===== config.mk =====
export PLATFORM = sky130hd
export DESIGN_NAME = vote_controller
export DESIGN_NICKNAME = d
export VERILOG_FILES = /design/src/rtl/vote_controller.sv
export SDC_FILE = /design/constraint.sdc
export NUM_CORES = 1
export LEC_CHECK = 0
export ABC_AREA = 1
export CAP_MARGIN = 5
export CORE_MARGIN = 2
export CORE_UTILIZATION = 35
export DETAILED_ROUTE_END_ITERATION = 8
export GPL_ROUTABILITY_DRIVEN = 0
export SYNTH_ARGS = -nofsm -noshare
export SYNTH_HDL_FRONTEND = slang
export SYNTH_SLANG_ARGS = --single-unit

===== constraint.sdc =====
create_clock -name clk -period 9 [get_ports clk]
set_input_delay 2.25 -clock clk [delete_from_list [all_inputs] [get_ports clk]]
set_output_delay 2.25 -clock clk [all_outputs]
set_load 0.01 [all_outputs]

===== src/rtl/vote_controller.sv =====
// Four-candidate voting controller: officer arming, single-vote capture with
// multi-press rejection, timed acknowledge, and registered result readout.
module vote_controller #(
  parameter int CNT_W      = 8,
  parameter int ACK_CYCLES = 10
) (
  input  logic             clk,
  input  logic             reset,
  input  logic             arm,
  input  logic [3:0]       cand_press,
  input  logic             mode,
  input  logic [1:0]       result_sel,
  output logic             ready,
  output logic             vote_ack,
  output logic             reject,
  output logic [CNT_W-1:0] result,
  output logic [CNT_W+1:0] total_votes
);

  // state  | meaning
  // IDLE   | waiting for officer arm or result request
  // ARMED  | one vote enabled, waiting for a candidate press
  // ACK    | vote accepted, vote_ack held for ACK_CYCLES clocks
  // RESULT | displaying the count selected by result_sel
  localparam logic [1:0] S_IDLE   = 2'd0;
  localparam logic [1:0] S_ARMED  = 2'd1;
  localparam logic [1:0] S_ACK    = 2'd2;
  localparam logic [1:0] S_RESULT = 2'd3;

  localparam logic [7:0] ACK_LOAD = 8'(ACK_CYCLES - 1);

  logic [1:0]       state;
  logic [7:0]       ack_cnt;
  logic [CNT_W-1:0] cnt [4];
  logic             one_hot;
  logic             multi;
  logic [1:0]       cand_idx;

  always_comb begin
    one_hot  = (cand_press != 4'd0) && ((cand_press & (cand_press - 4'd1)) == 4'd0);
    multi    = (cand_press != 4'd0) && !one_hot;
    cand_idx = 2'd0;
    for (int i = 0; i < 4; i++) begin
      if (cand_press[i]) cand_idx = 2'(i);
    end
  end

  assign ready    = (state == S_ARMED);
  assign vote_ack = (state == S_ACK);

  always_ff @(posedge clk) begin
    if (reset) begin
      state       <= S_IDLE;
      ack_cnt     <= '0;
      reject      <= 1'b0;
      result      <= '0;
      total_votes <= '0;
      for (int i = 0; i < 4; i++) cnt[i] <= '0;
    end else begin
      reject <= 1'b0;
      result <= (state == S_RESULT) ? cnt[result_sel] : '0;
      case (state)
        S_IDLE: begin
          if (mode)     state <= S_RESULT;
          else if (arm) state <= S_ARMED;
        end
        S_ARMED: begin
          // mode cancels the arming even when a press lands on the same cycle
          if (mode) begin
            state <= S_RESULT;
          end else if (multi) begin
            reject <= 1'b1;
          end else if (one_hot) begin
            if (cnt[cand_idx] != '1) cnt[cand_idx] <= cnt[cand_idx] + CNT_W'(1);
            if (total_votes != '1)  total_votes <= total_votes + (CNT_W+2)'(1);
            ack_cnt <= ACK_LOAD;
            state   <= S_ACK;
          end
        end
        S_ACK: begin
          if (ack_cnt == 8'd0) state <= S_IDLE;
          else                 ack_cnt <= ack_cnt - 8'd1;
        end
        S_RESULT: begin
          if (!mode) state <= S_IDLE;
        end
        default: state <= S_IDLE;
      endcase
    end
  end

endmodule


==> results.ini, run 1 <==
[worst_setup_path]
crit_arrival_ns=5.27
r2r-end=cnt[3][7]
reg2reg_from=cnt[2][0]
r2r_cells=10
rrSetupSlack_ns=6.31
critPathKind=input port to register
required_ns=8.96
end_kind=register
worstPathMaxFanout=12
cp-start-kind=input port

[global_route]
grt_start_max_net_pins=21
grt_pass1_wl_um=14390
grt.total_usage=0.1712
grt_antenna_before_repair=0
grt_pass1_vias=2879
overflow=0

[floorplanning]
initial_core_util=0.3584
core-area_um2=9684
die_w_um=103.6
boundaryPins=31
num_rows=36
die_area_um2=10730
fp.dieH_um=103.6

[logic_synthesis]
syn_avg_cell_area_um2=8.147
ys_types=41
syn-cell-area_um2=3471
netlist_instances=426
synth_nets=440
ys_seq_area_frac=0.4441
async_flop_share=0
synth_warnings=0
synth_seq_cells=61
synth_edf_count=32
synth_ff_type=edfxtp_1

[worst_hold_path]
hold_class=register to register
hp-start=ack_cnt[7]
whs_path_depth=2
hold_path_end=ack_cnt[7]

[route]
post_drt_wl_per_cell_um=14.65
first_iter_violations=160
vias_per_cell=4.933
met1_length_um=3880
detail_route.first_pass.iterations=5
top_layer=met4
wirelength_um=8705
wl_met3_um=489
routed-wl-met2_um=3975
ant_nets=0
drc=0
vias=2930

[power_and_ir_drop]
power_uw=665.6
powerDensity_nw_per_um2=165.4
p_leak_nw=1.598
ir_worst_vdd_mv=0.06780

[timing]
final.setup.tns_ns=0
slew_headroom=0.2791
finalSetupViolations=0
finalCriticalPeriod_ns=5.313
finalHoldViolCount=0
skew_ns=0.01659
worstMarginPinSlew_ns=1.070
fmax_mhz=188.2
min_period_over_period=0.5903
rsz0062_at_grt=false
drv_slew=0

[finish]
area_growth_pct=15.97
design_area_um2=4025
n_fill_cell=995
fin_nets=470
multi_input_area_um2=1682
regArea_um2=1541
post_layout_nonfiller_instances=594
diodes=0
drive_above_1_share=0.1345

[placement]
hpwl_um=6416
placed_cell_area_um2=3862
port_buffers=30
place_inst=578

[clock_tree]
cts-root-buf=clkbuf_8
insertion_delay_ns=0.35
postCtsSetupBuffers=0
cts-hold-fix-buffers=0
path_clk_slew_ns=0.06
cts.sinks=61
htreeDepth=3
cts.path.max_buffers=2
cts_tree=done
cts_buffers=9
cts.repair.resized=0

[status]
status=finished, final reports clean

[flow_run]
max_cap_viol_count=0

## cell type report
type                    instances  area share
multi-input cells             310      0.4178
inverters                      44     0.04290
clock inverters                 2    0.002487
well taps                     133     0.04134
clock buffers                  14     0.03792
flip-flops and latches         61      0.3830
repair buffers                 30     0.07460
## critical path, cell delays in order
cell             delay, ns
clkdlybuf4s50_1       0.53
nor2_2                0.66
o211ai_1              0.18
nand2_1               0.11
inv_1                 0.12
ha_1                  0.23
inv_1                 0.07
nor2_2                0.05
nand2_2               0.12
o21bai_4              0.09
o21ai_0               0.83
## cell families after synthesis
kind of cell,share of synthesized area
fa+ha+maj,0.01442
flops,0.4441
xor+xnor,0.03028
simple gates,0.3266
compound gates,0.1132
buf+inv,0.07138
## stage by stage
| stage | hold slack (ns) | worst slack, ns | utilization |
|---|---|---|---|
| finish | 0.4999 | 3.687 | 0.4156 |
| global route | 0.5263 | 3.358 | 0.4156 |
| CTS | 0.5010 | 3.681 | 0.4156 |
| detailed placement | 0.4842 | 3.323 | 0.3988 |
| global placement | 0.4626 | 3.445 | 0.3988 |
| floorplan | 0.4491 | 4.621 | - |
## registers in the layout, indices dropped and copies added, names as in the netlist
register and count:
reject 1, ack_cnt 8, state 2, total_votes 10, cnt 32, result 8
## how the worst max path moves through the flow
stage             startpoint        end  slack, ns  depth (start not counted)
6_report       cand_press[3]  cnt[3][7]       3.69                         11
5_1_grt        cand_press[3]  cnt[3][5]       3.36                         11
4_1_cts        cand_press[3]  cnt[3][5]       3.68                         11
3_5_place_dp   cand_press[3]  cnt[3][5]       3.32                         11
3_3_place_gp   cand_press[3]  cnt[3][0]       3.44                         11
2_1_floorplan  cand_press[1]  cnt[3][0]       4.62                         11
## cell usage in the layout (no fill, tap or decap), types with 2 or more instances in the layout
cell type	netlist	final
o211ai_1	4	4
o21ai_0	26	26
a21oi_4	2	2
a21oi_1	25	25
o21ai_1	5	5
xor2_1	6	6
inv_1	33	33
dfxtp_1	29	29
nor2_8	3	3
nand2_1	88	88
xnor2_1	6	6
inv_2	8	8
ha_1	4	4
clkbuf_8	0	10
nor4_1	2	2
nand2_2	11	11
edfxtp_1	32	32
nor2_1	72	72
nand3_1	24	24
nor3_1	2	2
nand4_4	2	2
clkdlybuf4s50_1	0	30
nand2_4	5	5
nor2_2	8	8
nor3_2	2	2
clkinv_2	0	2
nor2_4	2	2
clkbuf_1	6	4
## metal layers
metal	vias up	global-route usage
met2	98	0.2649
li1	1447	-
met5	-	0
met4	0	0.08977
met1	1360	0.2216
met3	25	0.04216
## power breakdown
part / switching, mW / internal (mW)
clock: 0.104 / 0.107
sequential: 0.00996 / 0.306
combinational: 0.0917 / 0.0475
total: 0.205 / 0.460
## Yosys cell counts, types with 3 or more instances
cell type / instances / area [um^2]
buf_6: 4 / 45.04
edfxtp_1: 32 / 960.9
o21ai_1: 5 / 25.02
xnor2_1: 6 / 52.55
nand2_2: 11 / 68.82
nand2_1: 88 / 330.3
clkbuf_1: 6 / 22.52
ha_1: 4 / 50.05
xor2_1: 6 / 52.55
nor2_2: 8 / 50.05
nor2_8: 3 / 60.06
o211ai_1: 4 / 30.03
a21oi_1: 25 / 125.1
dfxtp_1: 29 / 580.6
o21ai_0: 26 / 130.1
nor2_1: 72 / 270.3
nand2_4: 5 / 56.30
nand3_1: 24 / 120.1
inv_2: 8 / 30.03
inv_1: 33 / 123.9
(Power assumes the default switching activity.)
==> run 2: changes to the inputs <==
Clock period 9 ns to 4.9 ns, I/O delays scaled along.
==> results.ini, run 2 (synthesis gave the netlist of run 1 again) <==
[power_and_ir_drop]
p_leak_nw=1.655  ; +3.6%
ir_worst_vdd_mv=0.1236  ; +82%
powerDensity_nw_per_um2=314.0  ; +90%

[clock_tree]
cts-root-buf=clkbuf_8
cts-hold-fix-buffers=0  ; unchanged
cts_tree=done
cts.sinks=61  ; unchanged
cts.repair.resized=0  ; unchanged
postCtsSetupBuffers=0  ; unchanged
htreeDepth=3  ; unchanged
path_clk_slew_ns=0.07  ; about the same
cts.path.max_buffers=2  ; unchanged
cts_buffers=9  ; unchanged
insertion_delay_ns=0.34  ; about the same

[timing]
finalSetupViolations=0  ; unchanged
slew_headroom=0.5338  ; +0.2547
finalCriticalPeriod_ns=3.787
fmax_mhz=264.0
worstMarginPinSlew_ns=0.6971  ; -0.3730 ns
final.setup.tns_ns=0  ; unchanged
finalHoldViolCount=0  ; unchanged
rsz0062_at_grt=false
min_period_over_period=0.7729
drv_slew=0  ; unchanged
skew_ns=0.01114  ; -0.005447 ns

[global_route]
grt_pass1_wl_um=14320  ; -0.53%
grt_pass1_vias=2808  ; -2.5%
overflow=0  ; unchanged
grt.total_usage=0.1703  ; -0.0008686
grt_start_max_net_pins=21  ; unchanged
grt_antenna_before_repair=0  ; unchanged

[route]
post_drt_wl_per_cell_um=14.22  ; -3.0%
vias_per_cell=4.912  ; -0.43%
first_iter_violations=206  ; +29%
ant_nets=0  ; unchanged
drc=0  ; unchanged
detail_route.first_pass.iterations=5  ; unchanged
vias=2947  ; +0.58%
wirelength_um=8529  ; -2.0%

[floorplanning]
boundaryPins=31  ; unchanged
die_area_um2=10730  ; unchanged
num_rows=36  ; unchanged
fp.dieH_um=103.6  ; unchanged
initial_core_util=0.3584  ; unchanged
die_w_um=103.6  ; unchanged
core-area_um2=9684  ; unchanged

[status]
status=finished, final reports clean

[worst_setup_path]
crit_arrival_ns=3.81  ; -1.46 ns
critPathKind=input port to register
cp_cell_sequence=clkdlybuf4s50_1 > nand2_2 > nand2_4 > o211ai_1 > nand2_1 > inv_1 > ha_1 > inv_1 > nor2_2 > nand2_2 > nor2_4 > nor2_8 > nand4_4 > nand2_1
end_kind=register
slowest_stage=clkdlybuf4s50_1
required_ns=4.92  ; -4.04 ns
cp-start-kind=input port
worstPathMaxFanout=9  ; -3
critical-path-max-stage-delay_ns=0.63  ; -0.20 ns

[finish]
top_regs=cnt: 32 flops, total_votes: 10 flops
drive_above_1_share=0.1542  ; +0.01969
regMostFlops=cnt
design_area_um2=4120  ; +2.4%
post_layout_nonfiller_instances=600  ; +1.0%
largest_reg_flops=32  ; unchanged
final_common_cell=nand2_1
final_util=0.4255  ; +0.009819
diodes=0  ; unchanged
layout_common_cells=88 x nand2_1, 72 x nor2_1, 33 x inv_1
n_fill_cell=983  ; -1.2%
area_growth_pct=18.71
fin_nets=476  ; +1.3%

[placement]
place_inst=584  ; +1.0%
port_buffers=30  ; unchanged
hpwl_um=6423  ; +0.11%
placed_cell_area_um2=3908  ; +1.2%

[worst_hold_path]
hold_class=register to register

[flow_run]
max_cap_viol_count=0  ; unchanged

run 2: critical path: cells and delay by family:
kind                     cells  cell delay (ns)
buffers and inverters        3             0.84
AND/OR/NAND/NOR              9             1.35
adder cells (fa/ha/maj)      1             0.21
AO/OA/AOI/OAI                1             0.17
run 2: path summary, 6_finish.rpt:
check | startpoint | end | slack, ns | depth (start not counted)
worst max-delay path | cand_press[1] | cnt[0][1] | 1.11 | 14
worst min register to register | ack_cnt[2] | ack_cnt[2] | 0.48 | 2
worst max register to register | cnt[2][0] | cnt[1][3] | 2.58 | 12
worst min-delay path | ack_cnt[2] | ack_cnt[2] | 0.48 | 2
run 2: through the flow:
step / setup WS, ns / hold slack [ns] / power [mW]
finish: 1.113 / 0.4762 / 1.294
global route: 0.9010 / 0.5214 / 1.372
CTS: 1.158 / 0.4796 / 1.313
detailed placement: 0.7924 / 0.4684 / 0.8440
global placement: 0.8517 / 0.4615 / 0.8425
floorplan: 1.546 / 0.4491 / 0.7746
run 2: area by class of cell:
type	count	area, um^2	share of cell area
Multi-Input combinational cell	310	1682	0.4081
Sequential cell	61	1541	0.3741
Clock buffer	12	187.7	0.04555
Inverter	44	172.7	0.04191
Timing Repair Buffer	36	345.3	0.08381
Clock inverter	4	25.02	0.006073
Tap cell	133	166.4	0.04039
run 2: report_power, final:
group,leakage [nW],switching (mW),internal [mW]
logic,0.977,0.165,0.0902
registers,0.566,0.0191,0.561
clock network,0.113,0.200,0.258
total,1.66,0.384,0.910
run 2: layer usage:
metal | routed length (um) | vias to the layer above | GRT usage
li1 | - | 1459 | -
met5 | 0 | - | 0
met3 | 464 | 21 | 0.03965
met4 | 268 | 0 | 0.08205
met1 | 3890 | 1367 | 0.2247
met2 | 3905 | 100 | 0.2640
==> run 3: changes to the inputs <==
Clock period 4.9 ns to 3.51 ns, I/O delays scaled along.
==> results.ini, run 3 (synthesis gave the netlist of run 1 again) <==
[status]
status=finished, final reports clean

[clock_tree]
cts.sinks=61  ; unchanged
path_clk_slew_ns=0.07  ; about the same
cts-root-buf=clkbuf_8
cts.path.max_buffers=2  ; unchanged
postCtsSetupBuffers=0  ; unchanged
cts.repair.resized=0  ; unchanged
cts_tree=done
cts_buffers=9  ; unchanged
htreeDepth=3  ; unchanged
cts-hold-fix-buffers=0  ; unchanged
insertion_delay_ns=0.33  ; about the same

[finish]
n_fill_cell=993  ; +1.0%
final_common_cell=nand2_1
largest_reg_flops=32  ; unchanged
diodes=0  ; unchanged
post_layout_nonfiller_instances=610  ; +1.7%
drive_above_1_share=0.1698  ; +0.01564
multi_input_area_um2=1682  ; unchanged
top_regs=cnt: 32 flops, total_votes: 10 flops
fin_nets=486  ; +2.1%
final_util=0.4284  ; +0.002972
regArea_um2=1541  ; unchanged
regMostFlops=cnt
layout_common_cells=88 x nand2_1, 72 x nor2_1, 33 x inv_1
area_growth_pct=19.54

[timing]
slew_headroom=0.5871  ; +0.05331
fmax_mhz=317.8
skew_ns=0.008344  ; -0.002796 ns
drv_slew=0  ; unchanged
worstMarginPinSlew_ns=0.6155  ; -0.08159 ns
finalSetupViolations=0  ; unchanged
finalCriticalPeriod_ns=3.147
rsz0062_at_grt=false
finalHoldViolCount=0  ; unchanged
final.setup.tns_ns=0  ; unchanged
min_period_over_period=0.8965

[worst_setup_path]
required_ns=3.56  ; -1.36 ns
end_kind=register
critPathKind=input port to register
r2r_cells=11  ; -1
crit_arrival_ns=3.19  ; -0.62 ns
rrSetupSlack_ns=1.20  ; -1.38 ns
cp-start-kind=input port
reg2reg_from=cnt[2][0]
worstPathMaxFanout=12  ; +3
r2r-end=cnt[3][2]

[placement]
hpwl_um=6500  ; +1.2%
place_inst=594  ; +1.7%
port_buffers=30  ; unchanged

[power_and_ir_drop]
p_leak_nw=1.683  ; +1.7%
p_seq_frac=0.473  ; +0.024
ir_worst_vdd_mv=0.1791  ; +45%
intPower_mw=1.189  ; +31%
p_sw_frac=0.3059  ; +0.009163
power_mw=1.713  ; +32%
clock_power_share=0.308  ; -0.046
powerDensity_nw_per_um2=412.8  ; +31%
switchingPower_uw=523.8  ; +36%
pwr-share-comb=0.219  ; +0.022

[worst_hold_path]
whs_path_depth=2  ; unchanged
hold_class=register to register
hold_path_end=ack_cnt[2]
hp-start=ack_cnt[2]

[flow_run]
max_cap_viol_count=0  ; unchanged

[route]
first_iter_violations=150  ; -27%
detail_route.first_pass.iterations=5  ; unchanged
vias_per_cell=4.838  ; -1.5%
vias=2951  ; +0.14%
wirelength_um=8645  ; +1.4%
ant_nets=0  ; unchanged
post_drt_wl_per_cell_um=14.17  ; -0.30%
drc=0  ; unchanged

[global_route]
grt_antenna_before_repair=0  ; unchanged
overflow=0  ; unchanged
grt_start_max_net_pins=21  ; unchanged
grt.total_usage=0.1638  ; -0.006496
grt_pass1_vias=2827  ; +0.68%
grt_pass1_wl_um=13790  ; -3.7%

[floorplanning]
initial_core_util=0.3584  ; unchanged
die_w_um=103.6  ; unchanged
boundaryPins=31  ; unchanged
num_rows=36  ; unchanged
die_area_um2=10730  ; unchanged
core-area_um2=9684  ; unchanged
fp.dieH_um=103.6  ; unchanged

-- run 3: power by group through the flow --
stage	sequential (mW)	clock, mW	combinational [mW]
floorplan	0.818	0	0.264
global placement	0.824	0	0.368
detailed placement	0.824	0	0.373
CTS	0.809	0.547	0.375
global route	0.813	0.577	0.420
finish	0.809	0.528	0.375
-- run 3: worst max path at each step --
stage                        from        end  slack, ns  cells after the start
floorplan           cand_press[1]  cnt[3][0]       0.50                     11
global placement    cand_press[2]  cnt[3][2]       0.03                     13
detailed placement  cand_press[3]  cnt[3][5]       0.03                     13
CTS                 cand_press[3]  cnt[3][1]       0.38                     13
global route        cand_press[2]  cnt[1][5]       0.18                     15
finish              cand_press[3]  cnt[3][2]       0.36                     13
-- run 3: critical path, stage by stage --
cell	delay (ns)
clkdlybuf4s50_1	0.60
inv_2	0.16
o21ai_0	0.11
o21ai_0	0.10
nand2_1	0.09
inv_1	0.06
ha_1	0.20
inv_1	0.07
nor2_2	0.05
nand2_2	0.12
o21bai_4	0.10
o21ai_0	0.41
buf_4	0.24
-- run 3: per-stage QoR --
step	worst slack, ns	hold WS [ns]	cell area [um^2]
finish	0.3631	0.4798	4149
global route	0.1770	0.5050	4149
CTS	0.3750	0.4789	4149
detailed placement	0.03217	0.4696	3983
global placement	0.03227	0.4611	3983
floorplan	0.5039	0.4491	3471
-- run 3: layout make-up --
class,count,area share
clock inverters,6,0.006936
well taps,133,0.04011
flip-flops and latches,61,0.3715
repair buffers,46,0.1013
multi-input cells,310,0.4053
clock buffers,10,0.03317
inverters,44,0.04162
-- run 3: per-layer routing --
metal,track usage,routed length [um],vias to the layer above
li1,-,-,1481
met1,0.2130,3930,1374
met2,0.2696,4070,83
met3,0.03524,513,13
met4,0.05888,130,0
met5,0,0,-
